$ cat config.mk
export PLATFORM = sky130hd
export DESIGN_NAME = lcd_instr_sched_flat
export DESIGN_NICKNAME = d
export VERILOG_FILES = /design/src/rtl/lcd_instr_sched_if.sv /design/src/rtl/lcd_instr_sched.sv /design/src/flat_wrapper.sv
export SDC_FILE = /design/constraint.sdc
export NUM_CORES = 1
export LEC_CHECK = 0
export CAP_MARGIN = 20
export CORE_AREA = 2 2 109 80
export CTS_CLUSTER_SIZE = 30
export DETAILED_ROUTE_END_ITERATION = 7
export DIE_AREA = 0 0 111 82
export HOLD_SLACK_MARGIN = 0.03
export PLACE_DENSITY = 0.56
export REMOVE_ABC_BUFFERS = 1
export SLEW_MARGIN = 20
export SYNTH_ARGS = -nofsm -noshare
export SYNTH_HDL_FRONTEND = slang
export SYNTH_SLANG_ARGS = --single-unit
$ cat constraint.sdc
create_clock -name clk_i -period 2.65 [get_ports clk_i]
set_input_delay 0.6625 -clock clk_i [delete_from_list [all_inputs] [get_ports clk_i]]
set_output_delay 0.6625 -clock clk_i [all_outputs]
set_load 0.02 [all_outputs]
$ cat src/rtl/lcd_instr_sched_if.sv
// Requester (A, B) and PHY instruction handshakes of the HD44780 instruction scheduler.
interface lcd_instr_sched_if #(
    parameter int unsigned INSTR_WIDTH = 10
);
    logic [INSTR_WIDTH-1:0] a_instr_i;
    logic                   a_valid_i;
    logic                   a_ready_o;
    logic [INSTR_WIDTH-1:0] b_instr_i;
    logic                   b_valid_i;
    logic                   b_ready_o;
    logic [INSTR_WIDTH-1:0] instr_o;
    logic                   valid_o;
    logic                   ready_i;

    // Scheduler side
    modport slave (
        input  a_instr_i, a_valid_i, b_instr_i, b_valid_i, ready_i,
        output a_ready_o, b_ready_o, instr_o, valid_o
    );

    // Requesters plus PHY side
    modport master (
        output a_instr_i, a_valid_i, b_instr_i, b_valid_i, ready_i,
        input  a_ready_o, b_ready_o, instr_o, valid_o
    );
endinterface

$ cat src/rtl/lcd_instr_sched.sv
// HD44780 instruction scheduler: power-on init sequence, round-robin sharing of the
// PHY between requesters A and B, and command-dependent execution waits.
module lcd_instr_sched #(
    parameter int unsigned INSTR_WIDTH    = 10,
    parameter int unsigned DELAY_WIDTH    = 21,
    parameter int unsigned POWERUP_CYCLES = 1500000,
    parameter int unsigned CMD_WAIT       = 4000,
    parameter int unsigned CLR_WAIT       = 153000
) (
    input  logic              clk_i,
    input  logic              rst_i,
    input  logic              enable_i,
    lcd_instr_sched_if.slave  bus,
    output logic              init_done_o,
    output logic              busy_o
);

    localparam int unsigned STEP_W     = 3;
    localparam int unsigned INIT_STEPS = 5;

    typedef enum logic [2:0] {
        S_OFF,
        S_PWRUP,
        S_INIT_ISSUE,
        S_INIT_WAIT,
        S_IDLE,
        S_ISSUE,
        S_WAIT
    } state_e;

    state_e                  state_q, state_d;
    logic [DELAY_WIDTH-1:0]  cnt_q, cnt_d;
    logic [STEP_W-1:0]       step_q, step_d;
    logic                    last_grant_q, last_grant_d;   // 1: B was granted last
    logic [INSTR_WIDTH-1:0]  instr_q, instr_d;
    logic                    valid_q, valid_d;
    logic                    init_done_q, init_done_d;
    logic                    busy_q, busy_d;
    logic                    grant_a, grant_b;

    // Fixed HD44780 power-on sequence: function set x2, display on, clear, entry mode
    function automatic logic [INSTR_WIDTH-1:0] init_rom(input logic [STEP_W-1:0] idx);
        logic [INSTR_WIDTH-1:0] word;
        case (idx)
            3'd0, 3'd1: word = INSTR_WIDTH'(10'h038);
            3'd2:       word = INSTR_WIDTH'(10'h00C);
            3'd3:       word = INSTR_WIDTH'(10'h001);
            default:    word = INSTR_WIDTH'(10'h006);
        endcase
        return word;
    endfunction

    // Clear display and return home are the slow commands; all else uses the short wait
    function automatic logic [DELAY_WIDTH-1:0] wait_load(input logic [INSTR_WIDTH-1:0] instr);
        logic [DELAY_WIDTH-1:0] load;
        if ((instr[INSTR_WIDTH-1:2] == '0) && (instr[1:0] != 2'b00)) begin
            load = DELAY_WIDTH'(CLR_WAIT - 1);
        end else begin
            load = DELAY_WIDTH'(CMD_WAIT - 1);
        end
        return load;
    endfunction

    // Round-robin arbitration, evaluated only while idle and fully enabled
    always_comb begin
        grant_a = 1'b0;
        grant_b = 1'b0;
        if ((state_q == S_IDLE) && enable_i && init_done_q) begin
            if (bus.a_valid_i && bus.b_valid_i) begin
                grant_a = last_grant_q;
                grant_b = !last_grant_q;
            end else begin
                grant_a = bus.a_valid_i;
                grant_b = bus.b_valid_i;
            end
        end
    end

    always_comb begin
        state_d      = state_q;
        cnt_d        = cnt_q;
        step_d       = step_q;
        last_grant_d = last_grant_q;
        instr_d      = instr_q;

        unique case (state_q)
            S_OFF: begin
                if (enable_i) begin
                    state_d = S_PWRUP;
                    cnt_d   = DELAY_WIDTH'(POWERUP_CYCLES - 1);
                end
            end
            S_PWRUP: begin
                if (!enable_i) begin
                    state_d = S_OFF;
                end else if (cnt_q == '0) begin
                    state_d = S_INIT_ISSUE;
                    step_d  = '0;
                    instr_d = init_rom('0);
                end else begin
                    cnt_d = cnt_q - DELAY_WIDTH'(1);
                end
            end
            S_INIT_ISSUE: begin
                // A pending handshake always completes, even when disabled
                if (bus.ready_i) begin
                    if (!enable_i) begin
                        state_d = S_OFF;
                    end else begin
                        state_d = S_INIT_WAIT;
                        cnt_d   = wait_load(instr_q);
                    end
                end
            end
            S_INIT_WAIT: begin
                if (!enable_i) begin
                    state_d = S_OFF;
                end else if (cnt_q == '0) begin
                    if (step_q == STEP_W'(INIT_STEPS - 1)) begin
                        state_d = S_IDLE;
                    end else begin
                        state_d = S_INIT_ISSUE;
                        step_d  = step_q + STEP_W'(1);
                        instr_d = init_rom(step_q + STEP_W'(1));
                    end
                end else begin
                    cnt_d = cnt_q - DELAY_WIDTH'(1);
                end
            end
            S_IDLE: begin
                if (!enable_i) begin
                    state_d = S_OFF;
                end else if (grant_a) begin
                    state_d      = S_ISSUE;
                    instr_d      = bus.a_instr_i;
                    last_grant_d = 1'b0;
                end else if (grant_b) begin
                    state_d      = S_ISSUE;
                    instr_d      = bus.b_instr_i;
                    last_grant_d = 1'b1;
                end
            end
            S_ISSUE: begin
                if (bus.ready_i) begin
                    if (!enable_i) begin
                        state_d = S_OFF;
                    end else begin
                        state_d = S_WAIT;
                        cnt_d   = wait_load(instr_q);
                    end
                end
            end
            S_WAIT: begin
                if (!enable_i) begin
                    state_d = S_OFF;
                end else if (cnt_q == '0) begin
                    state_d = S_IDLE;
                end else begin
                    cnt_d = cnt_q - DELAY_WIDTH'(1);
                end
            end
            default: begin
                state_d = S_OFF;
            end
        endcase

        // Status flags are registered copies of what the next state implies
        valid_d     = (state_d == S_INIT_ISSUE) || (state_d == S_ISSUE);
        busy_d      = !((state_d == S_OFF) || (state_d == S_IDLE));
        init_done_d = (state_d == S_IDLE) || (state_d == S_ISSUE) || (state_d == S_WAIT);
    end

    always_ff @(posedge clk_i or posedge rst_i) begin
        if (rst_i) begin
            state_q      <= S_OFF;
            cnt_q        <= '0;
            step_q       <= '0;
            last_grant_q <= 1'b1;
            instr_q      <= '0;
            valid_q      <= 1'b0;
            init_done_q  <= 1'b0;
            busy_q       <= 1'b0;
        end else begin
            state_q      <= state_d;
            cnt_q        <= cnt_d;
            step_q       <= step_d;
            last_grant_q <= last_grant_d;
            instr_q      <= instr_d;
            valid_q      <= valid_d;
            init_done_q  <= init_done_d;
            busy_q       <= busy_d;
        end
    end

    assign bus.a_ready_o = grant_a;
    assign bus.b_ready_o = grant_b;
    assign bus.instr_o   = instr_q;
    assign bus.valid_o   = valid_q;
    assign init_done_o   = init_done_q;
    assign busy_o        = busy_q;

endmodule
$ cat src/flat_wrapper.sv
// flat-port wrapper written by rule: the top's interface ports become plain ports
module lcd_instr_sched_flat 
#(
    parameter int unsigned INSTR_WIDTH    = 10,
    parameter int unsigned DELAY_WIDTH    = 21,
    parameter int unsigned POWERUP_CYCLES = 1500000,
    parameter int unsigned CMD_WAIT       = 4000,
    parameter int unsigned CLR_WAIT       = 153000
)
  (clk_i, rst_i, enable_i, init_done_o, busy_o, bus_a_instr_i, bus_a_valid_i, bus_b_instr_i, bus_b_valid_i, bus_ready_i, bus_a_ready_o, bus_b_ready_o, bus_instr_o, bus_valid_o);
  lcd_instr_sched_if #(.INSTR_WIDTH(INSTR_WIDTH)) bus_i ();
  input  logic clk_i;
  input  logic rst_i;
  input  logic enable_i;
  output logic init_done_o;
  output logic busy_o;
  input wire logic [$bits(bus_i.a_instr_i)-1:0] bus_a_instr_i;
  input wire logic [$bits(bus_i.a_valid_i)-1:0] bus_a_valid_i;
  input wire logic [$bits(bus_i.b_instr_i)-1:0] bus_b_instr_i;
  input wire logic [$bits(bus_i.b_valid_i)-1:0] bus_b_valid_i;
  input wire logic [$bits(bus_i.ready_i)-1:0] bus_ready_i;
  output wire logic [$bits(bus_i.a_ready_o)-1:0] bus_a_ready_o;
  output wire logic [$bits(bus_i.b_ready_o)-1:0] bus_b_ready_o;
  output wire logic [$bits(bus_i.instr_o)-1:0] bus_instr_o;
  output wire logic [$bits(bus_i.valid_o)-1:0] bus_valid_o;
  assign bus_i.a_instr_i = bus_a_instr_i;
  assign bus_i.a_valid_i = bus_a_valid_i;
  assign bus_i.b_instr_i = bus_b_instr_i;
  assign bus_i.b_valid_i = bus_b_valid_i;
  assign bus_i.ready_i = bus_ready_i;
  assign bus_a_ready_o = bus_i.a_ready_o;
  assign bus_b_ready_o = bus_i.b_ready_o;
  assign bus_instr_o = bus_i.instr_o;
  assign bus_valid_o = bus_i.valid_o;
  lcd_instr_sched #(.INSTR_WIDTH(INSTR_WIDTH), .DELAY_WIDTH(DELAY_WIDTH), .POWERUP_CYCLES(POWERUP_CYCLES), .CMD_WAIT(CMD_WAIT), .CLR_WAIT(CLR_WAIT)) u_core (.clk_i(clk_i), .rst_i(rst_i), .enable_i(enable_i), .bus(bus_i), .init_done_o(init_done_o), .busy_o(busy_o));
endmodule
==> results of run 1 <==
metal layers:
layer  global-route usage  wire (um)
met1                0.291       4420
met5                    0          0
met3               0.0295        395
met4               0.0488         72
met2                0.281       3570
cell type report:
cell class | count | area, um2
inverter | 16 | 60.1
fill | 777 | 4370
multi-input combinational | 237 | 1700
clock inverter | 3 | 25.0
clock buffer | 5 | 125
timing repair buffer | 75 | 657
tap | 105 | 131
sequential | 41 | 1030
logic make-up (layout without fill, tap and decap cells):
family,Yosys count,in the layout,synth area share
adder cells (fa/ha/maj),7,7,0.0302
buffers and inverters,40,99,0.0600
XOR/XNOR,2,2,0.00605
flip-flops,41,41,0.355
AO/OA/AOI/OAI,119,119,0.290
multiplexers,15,15,0.0549
AND/OR/NAND/NOR,94,94,0.204
where the power goes:
group,switching [mW],internal [mW]
sequential,0.00493,0.633
clock,0.272,0.354
combinational,0.0968,0.0851
total,0.374,1.07
repair_timing:
item,4_1_cts,5_1_grt
pin swaps,0,0
endpoints found under the hold margin,0,0
gates resized for setup,2,2
endpoints found under the setup margin,2,1
worst max-delay path, cell delays in order:
cell,delay [ns]
clkdlybuf4s50_1,0.53
and2_1,0.19
and4_1,0.21
dlygate4sd2_1,0.34
worst paths after layout:
kind,endpoint,slack (ns),cells after the start
setup reg to reg,u_core.cnt_q[19]$_DFFE_PP0P_,0.24,6
max in group asynchronous,u_core.cnt_q[8]$_DFFE_PP0P_,1.34,3
min in group asynchronous,u_core.bus.instr_o[6]$_DFFE_PP0P_,0.71,2
hold / removal,u_core.cnt_q[0]$_DFFE_PP0P_,0.50,1
setup / recovery,bus_b_ready_o,0.06,4
hold reg to reg,u_core.cnt_q[0]$_DFFE_PP0P_,0.50,1
cells in the final DEF, fill, tap and decap left out, types with 3 or more instances in the layout:
cell type | synthesis | layout
nand2_1 | 14 | 14
inv_1 | 16 | 15
a211oi_1 | 6 | 6
a21oi_1 | 19 | 19
nor3_1 | 5 | 5
and3b_1 | 3 | 3
nand2b_1 | 8 | 8
mux2i_1 | 8 | 8
clkdlybuf4s50_1 | 0 | 38
or2_2 | 4 | 4
o22a_1 | 11 | 11
ha_1 | 7 | 7
nand3_1 | 3 | 3
dfrtp_1 | 40 | 40
a31oi_1 | 14 | 14
or4_1 | 6 | 6
mux2_2 | 7 | 7
nor2b_1 | 3 | 3
and3_1 | 3 | 3
buf_4 | 1 | 35
o211ai_1 | 3 | 3
clkbuf_16 | 0 | 5
a41oi_1 | 3 | 3
and2_1 | 3 | 3
nor4_1 | 9 | 9
nor2_1 | 12 | 12
o41ai_1 | 4 | 4
o22ai_1 | 5 | 5
o21ai_0 | 26 | 26
nand4_1 | 4 | 4
registers in the layout, summed over array words and instances, names as in the netlist:
signal and count:
u_core.cnt_q 21, u_core.bus.instr_o 10, u_core.state_q 3, u_core.step_q 3
u_core.bus.valid_o 1, u_core.busy_o 1, u_core.init_done_o 1, u_core.last_grant_q 1
==> metrics.md, run 1 <==
| Metric | Value |
|---|---|
| Outcome | `finished, final reports clean` |
| CTS sink cnt | `41` |
| WL per Instance | `17.5 um` |
| Commonest cells post-synth | `dfrtp_1, o21ai_0, a21oi_1` |
| Antenna violations before repair | `0` |
| DIE AREA | `9100 um2` |
| Max-slew violation total from the final report | `0` |
| CP Data Required Time | `1.99 ns` |
| Total power | `1.45 mW` |
| Setup bufs post-CTS | `0` |
| Number of synthesized register bits | `41` |
| Worst setup EP type | `output pin` |
| Setup_tns | `0 ns` |
| IO Count | `41` |
| H-tree depth | `2` |
| Synth area leaders | `dfrtp_1, o21ai_0, o22a_1, a21oi_1, a31oi_1` |
| Setup CP Type | `in -> out` |
| P_leak | `1.51 nW` |
| Max-Cap Viols | `0` |
| Clock Latency Late Sink | `0.29 ns` |
| Worst Setup SP | `enable_i` |
| Post-Syn Instances | `318` |
| Period utilisation layout | `0.978` |
| Area added between synthesis and finish | `28.5%` |
| Slew margin rel. | `0.439` |
| Setup ws final | `0.0594 ns` |
| Final instance area | `3720 um2` |
| CORE AREA | `8090 um2` |
| CP Launch Type | `input port` |
| RSZ-0062 raised after global routing | `no` |
| Total routed wirelength | `8460 um` |
| Fmax | `0.386 GHz` |
| Yosys Warn Count | `0` |
| Worst Path Arrival | `1.93 ns` |
| Yosys top cell area share | `0.346` |
| Synthesized cell area | `2900 um2` |
| Worst reg2reg startpoint | `u_core.cnt_q[3]$_DFFE_PP0P_` |
| Worst-path fanout max | `3` |
| Synth area leader | `dfrtp_1` |
| GRT Residual Overflow | `0` |
| Drt drc | `0` |
| Vias per inst | `5.67` |
| Final Non-Filler Cells | `482` |
| Total track usage | `0.191` |
| Pre-CTS WS | `-0.237 ns` |
| I/O Buffers | `40` |
| Clk buf depth | `2` |
| HP Start | `u_core.cnt_q[0]$_DFFE_PP0P_` |
| 1st-iter DRT viols | `202` |
| Fraction of layout cells with a size suffix above 1 | `0.194` |
| First-pass GRT wire length | `13700 um` |
| Post-synthesis async set-or-reset flop share | `1.00` |
| Count leader, synth | `dfrtp_1` |
| Tightest Pin Transition | `0.842 ns` |
| Worst-path clk slew | `0.07 ns` |
| Syn avg cell area | `9.11 um2` |
| Seq/Total Area, Yosys | `0.355` |
| Hold WS | `0.500 ns` |
| IR drop worst, VDD | `0.235 mV` |
| Hold Path Class | `reg -> reg` |
| Hold bufs inserted after CTS | `0` |
| Final clock skew | `0.00890 ns` |
| Die Span Y | `82 um` |
| Pwr/cell area | `389 nW/um2` |
| Placed cells | `474` |
| Final setup viols | `0` |
| Rows | `28` |
| Hold Vio Cnt, Final | `0` |
| Vias in the first global route | `2534` |
| Cts bufs inserted | `5` |
| Die extent in x | `111 um` |
| Placed instance area | `3580 um2` |
| Inserted Diodes | `0` |
| Finished Core Util | `0.460` |
| Clock root cell | `clkbuf_16` |
| DR vias | `2734` |
| Post-DP HPWL | `6280 um` |
| Top_reg_cell synth | `dfrtp_1` |
| DRT Pass-1 Iters | `4` |
| DRT antenna net count | `0` |
| Count of cell types in the netlist | `70` |
| Post-layout min period | `2.59 ns` |
| GP Congestion | `0.839` |
| Initial Util | `0.358` |
| CTS tree | `done` |
| Post-synth EDFFs | `0` |
| Nets | `409` |
| Largest net degree at the start of global routing | `24` |
(Power assumes the default switching activity.)
==> run 2, diff against run 1 <==
Settings changed: CAP_MARGIN 20 to not set, CTS_BUF_LIST set to sky130_fd_sc_hd__clkbuf_8.
==> metrics.md, run 2 (same netlist as run 1, synthesis figures left out) <==
| Metric | Value |
|---|---|
| Clock Latency Late Sink | `0.31 ns (+0.02 ns)` |
| Worst Setup SP | `enable_i` |
| Setup bufs post-CTS | `0 (unchanged)` |
| Vias per inst | `5.69 (+0.33%)` |
| Commonest non-fill, non-tap cell in the layout | `dfrtp_1` |
| Total routed wirelength | `8420 um (-0.48%)` |
| RSZ-0062 raised after global routing | `no` |
| Pwr/cell area | `346 nW/um2 (-11%)` |
| DRT Pass-1 Iters | `4 (unchanged)` |
| Antenna violations before repair | `0 (unchanged)` |
| GP Congestion | `0.839 (unchanged)` |
| Final Non-Filler Cells | `482 (unchanged)` |
| Worst-path clk slew | `0.09 ns (+0.02 ns)` |
| CORE AREA | `8090 um2 (unchanged)` |
| Layout fillers | `785 (+1.0%)` |
| Cell depth of the worst setup path | `4 (unchanged)` |
| Reg with most FFs | `u_core.cnt_q` |
| Fraction of layout cells with a size suffix above 1 | `0.194 (unchanged)` |
| DRT antenna net count | `0 (unchanged)` |
| I/O Buffers | `40 (unchanged)` |
| Clk buf depth | `2 (unchanged)` |
| Max-slew violation total from the final report | `0 (unchanged)` |
| Die extent in x | `111 um (unchanged)` |
| Cts bufs inserted | `5 (unchanged)` |
| Setup_tns | `0 ns (unchanged)` |
| Tightest Pin Transition | `0.854 ns (+0.0119 ns)` |
| Flop-to-flop setup slack | `0.22 ns (-0.02 ns)` |
| Initial Util | `0.358 (unchanged)` |
| Max reg flops | `21 (unchanged)` |
| WL per Instance | `17.5 um (-0.48%)` |
| Crit path to | `bus_b_ready_o` |
| P_leak | `1.49 nW (-1.7%)` |
| DR vias | `2743 (+0.33%)` |
| Total track usage | `0.190 (-0.000810)` |
| Multi-input logic area | `1700 um2 (unchanged)` |
| Vias in the first global route | `2529 (-0.20%)` |
| H-tree depth | `2 (unchanged)` |
| Rows | `28 (unchanged)` |
| CTS sink cnt | `41 (unchanged)` |
| Area added between synthesis and finish | `26.5%` |
| Slowest CP cell | `clkdlybuf4s50_1` |
| Die Span Y | `82 um (unchanged)` |
| Final setup viols | `0 (unchanged)` |
| Placed cells | `474 (unchanged)` |
| Nets | `409 (unchanged)` |
| CP Data Required Time | `1.99 ns (about the same)` |
| Inserted Diodes | `0 (unchanged)` |
| R2R cell count | `6 (unchanged)` |
| DIE AREA | `9100 um2 (unchanged)` |
| Max-Cap Viols | `0 (unchanged)` |
| Slew margin rel. | `0.431 (-0.00796)` |
| Final clock skew | `0.0113 ns (+0.00238 ns)` |
| Setup CP Type | `in -> out` |
| CP top delay family | `buffers and inverters` |
| CTS tree | `done` |
| Worst Path Arrival | `1.93 ns (about the same)` |
| GRT Residual Overflow | `0 (unchanged)` |
| First-pass GRT wire length | `13700 um (-0.20%)` |
| Largest net degree at the start of global routing | `24 (unchanged)` |
| IR drop worst, VDD | `0.187 mV (-20%)` |
| Fmax | `0.386 GHz (about the same)` |
| Register area | `1030 um2 (unchanged)` |
| Clock root cell | `clkbuf_8` |
| Cell breakdown of the critical path | `clkdlybuf4s50_1, and2_1, and4_1, dlygate4sd2_1` |
| Worst-path fanout max | `3 (unchanged)` |
| IO Count | `41 (unchanged)` |
| CP max stage delay | `0.53 ns (about the same)` |
| Post-layout min period | `2.59 ns (-0.00203 ns)` |
| CP Launch Type | `input port` |
| Crit path buf inv count | `2 (unchanged)` |
| Post-DP HPWL | `6280 um (unchanged)` |
| 1st-iter DRT viols | `214 (+5.9%)` |
| Hold Path Class | `reg -> reg` |
| Period utilisation layout | `0.977 (about the same)` |
| Outcome | `finished, final reports clean` |
| Hold Vio Cnt, Final | `0 (unchanged)` |
| Commonest cells after routing, fill and taps aside | `dfrtp_1, clkdlybuf4s50_1, buf_4` |
| Reg-to-Reg End | `u_core.cnt_q[19]$_DFFE_PP0P_` |
| Worst reg2reg startpoint | `u_core.cnt_q[3]$_DFFE_PP0P_` |
| Worst setup EP type | `output pin` |
| Drt drc | `0 (unchanged)` |
==> run 2: changes by cell type in the layout (fill, tap and decap cells not counted) <==
cell / change
clkbuf_16: -5
clkbuf_8: +5
==> run 2: power breakdown <==
group	leakage (nW)	total [mW]	internal (mW)	switching [mW]
sequential	0.480	0.637	0.632	0.00498
clock	0.0447	0.449	0.191	0.258
combinational	0.964	0.181	0.0851	0.0961
==> run 2: area by class of cell <==
cell class | count | area share
sequential | 41 | 0.280
multi-input combinational | 237 | 0.463
tap | 105 | 0.0358
clock buffer | 5 | 0.0188
timing repair buffer | 75 | 0.179
inverter | 16 | 0.0164
clock inverter | 3 | 0.00683
==> run 2: layer usage <==
layer | GRT usage | wire length, um
met1 | 0.290 | 4320
met2 | 0.282 | 3600
met3 | 0.0295 | 433
met4 | 0.0450 | 65
met5 | 0 | 0
==> run 2: timing repair <==
item / CTS / global route
hold buffers: 0 / 0
gates resized for setup: 2 / 2
endpoints found under the setup margin: 2 / 1
cloned: 0 / 0
==> run 2: worst min-delay path by stage <==
stage / from / to / slack (ns) / cells past startpoint
6_report: u_core.cnt_q[0]$_DFFE_PP0P_ / u_core.cnt_q[0]$_DFFE_PP0P_ / 0.50 / 1
5_1_grt: u_core.cnt_q[0]$_DFFE_PP0P_ / u_core.cnt_q[0]$_DFFE_PP0P_ / 0.52 / 1
4_1_cts: u_core.cnt_q[0]$_DFFE_PP0P_ / u_core.cnt_q[0]$_DFFE_PP0P_ / 0.51 / 1
3_5_place_dp: u_core.cnt_q[0]$_DFFE_PP0P_ / u_core.cnt_q[0]$_DFFE_PP0P_ / 0.49 / 1
3_3_place_gp: u_core.cnt_q[0]$_DFFE_PP0P_ / u_core.cnt_q[0]$_DFFE_PP0P_ / 0.49 / 1
2_1_floorplan: u_core.cnt_q[0]$_DFFE_PP0P_ / u_core.cnt_q[0]$_DFFE_PP0P_ / 0.46 / 1
==> run 2: through the flow <==
stage	cell area [um2]	power (mW)	utilization	setup slack, ns	hold WS (ns)
floorplan	2780	0.736	-	0.140	0.464
global placement	3580	0.830	0.442	-0.227	0.486
detailed placement	3580	0.830	0.442	-0.237	0.494
CTS	3670	1.28	0.453	0.0220	0.508
global route	3660	1.32	0.453	0.0201	0.525
finish	3660	1.27	0.453	0.0614	0.505
==> run 2: worst reg2reg max path: stages, from the launching register on <==
cell and delay (ns):
dfrtp_1 0.43, or4_1 0.69, buf_4 0.23, nor3_4 0.21
nand4_1 0.17, a221o_1 0.36, a22o_1 0.22
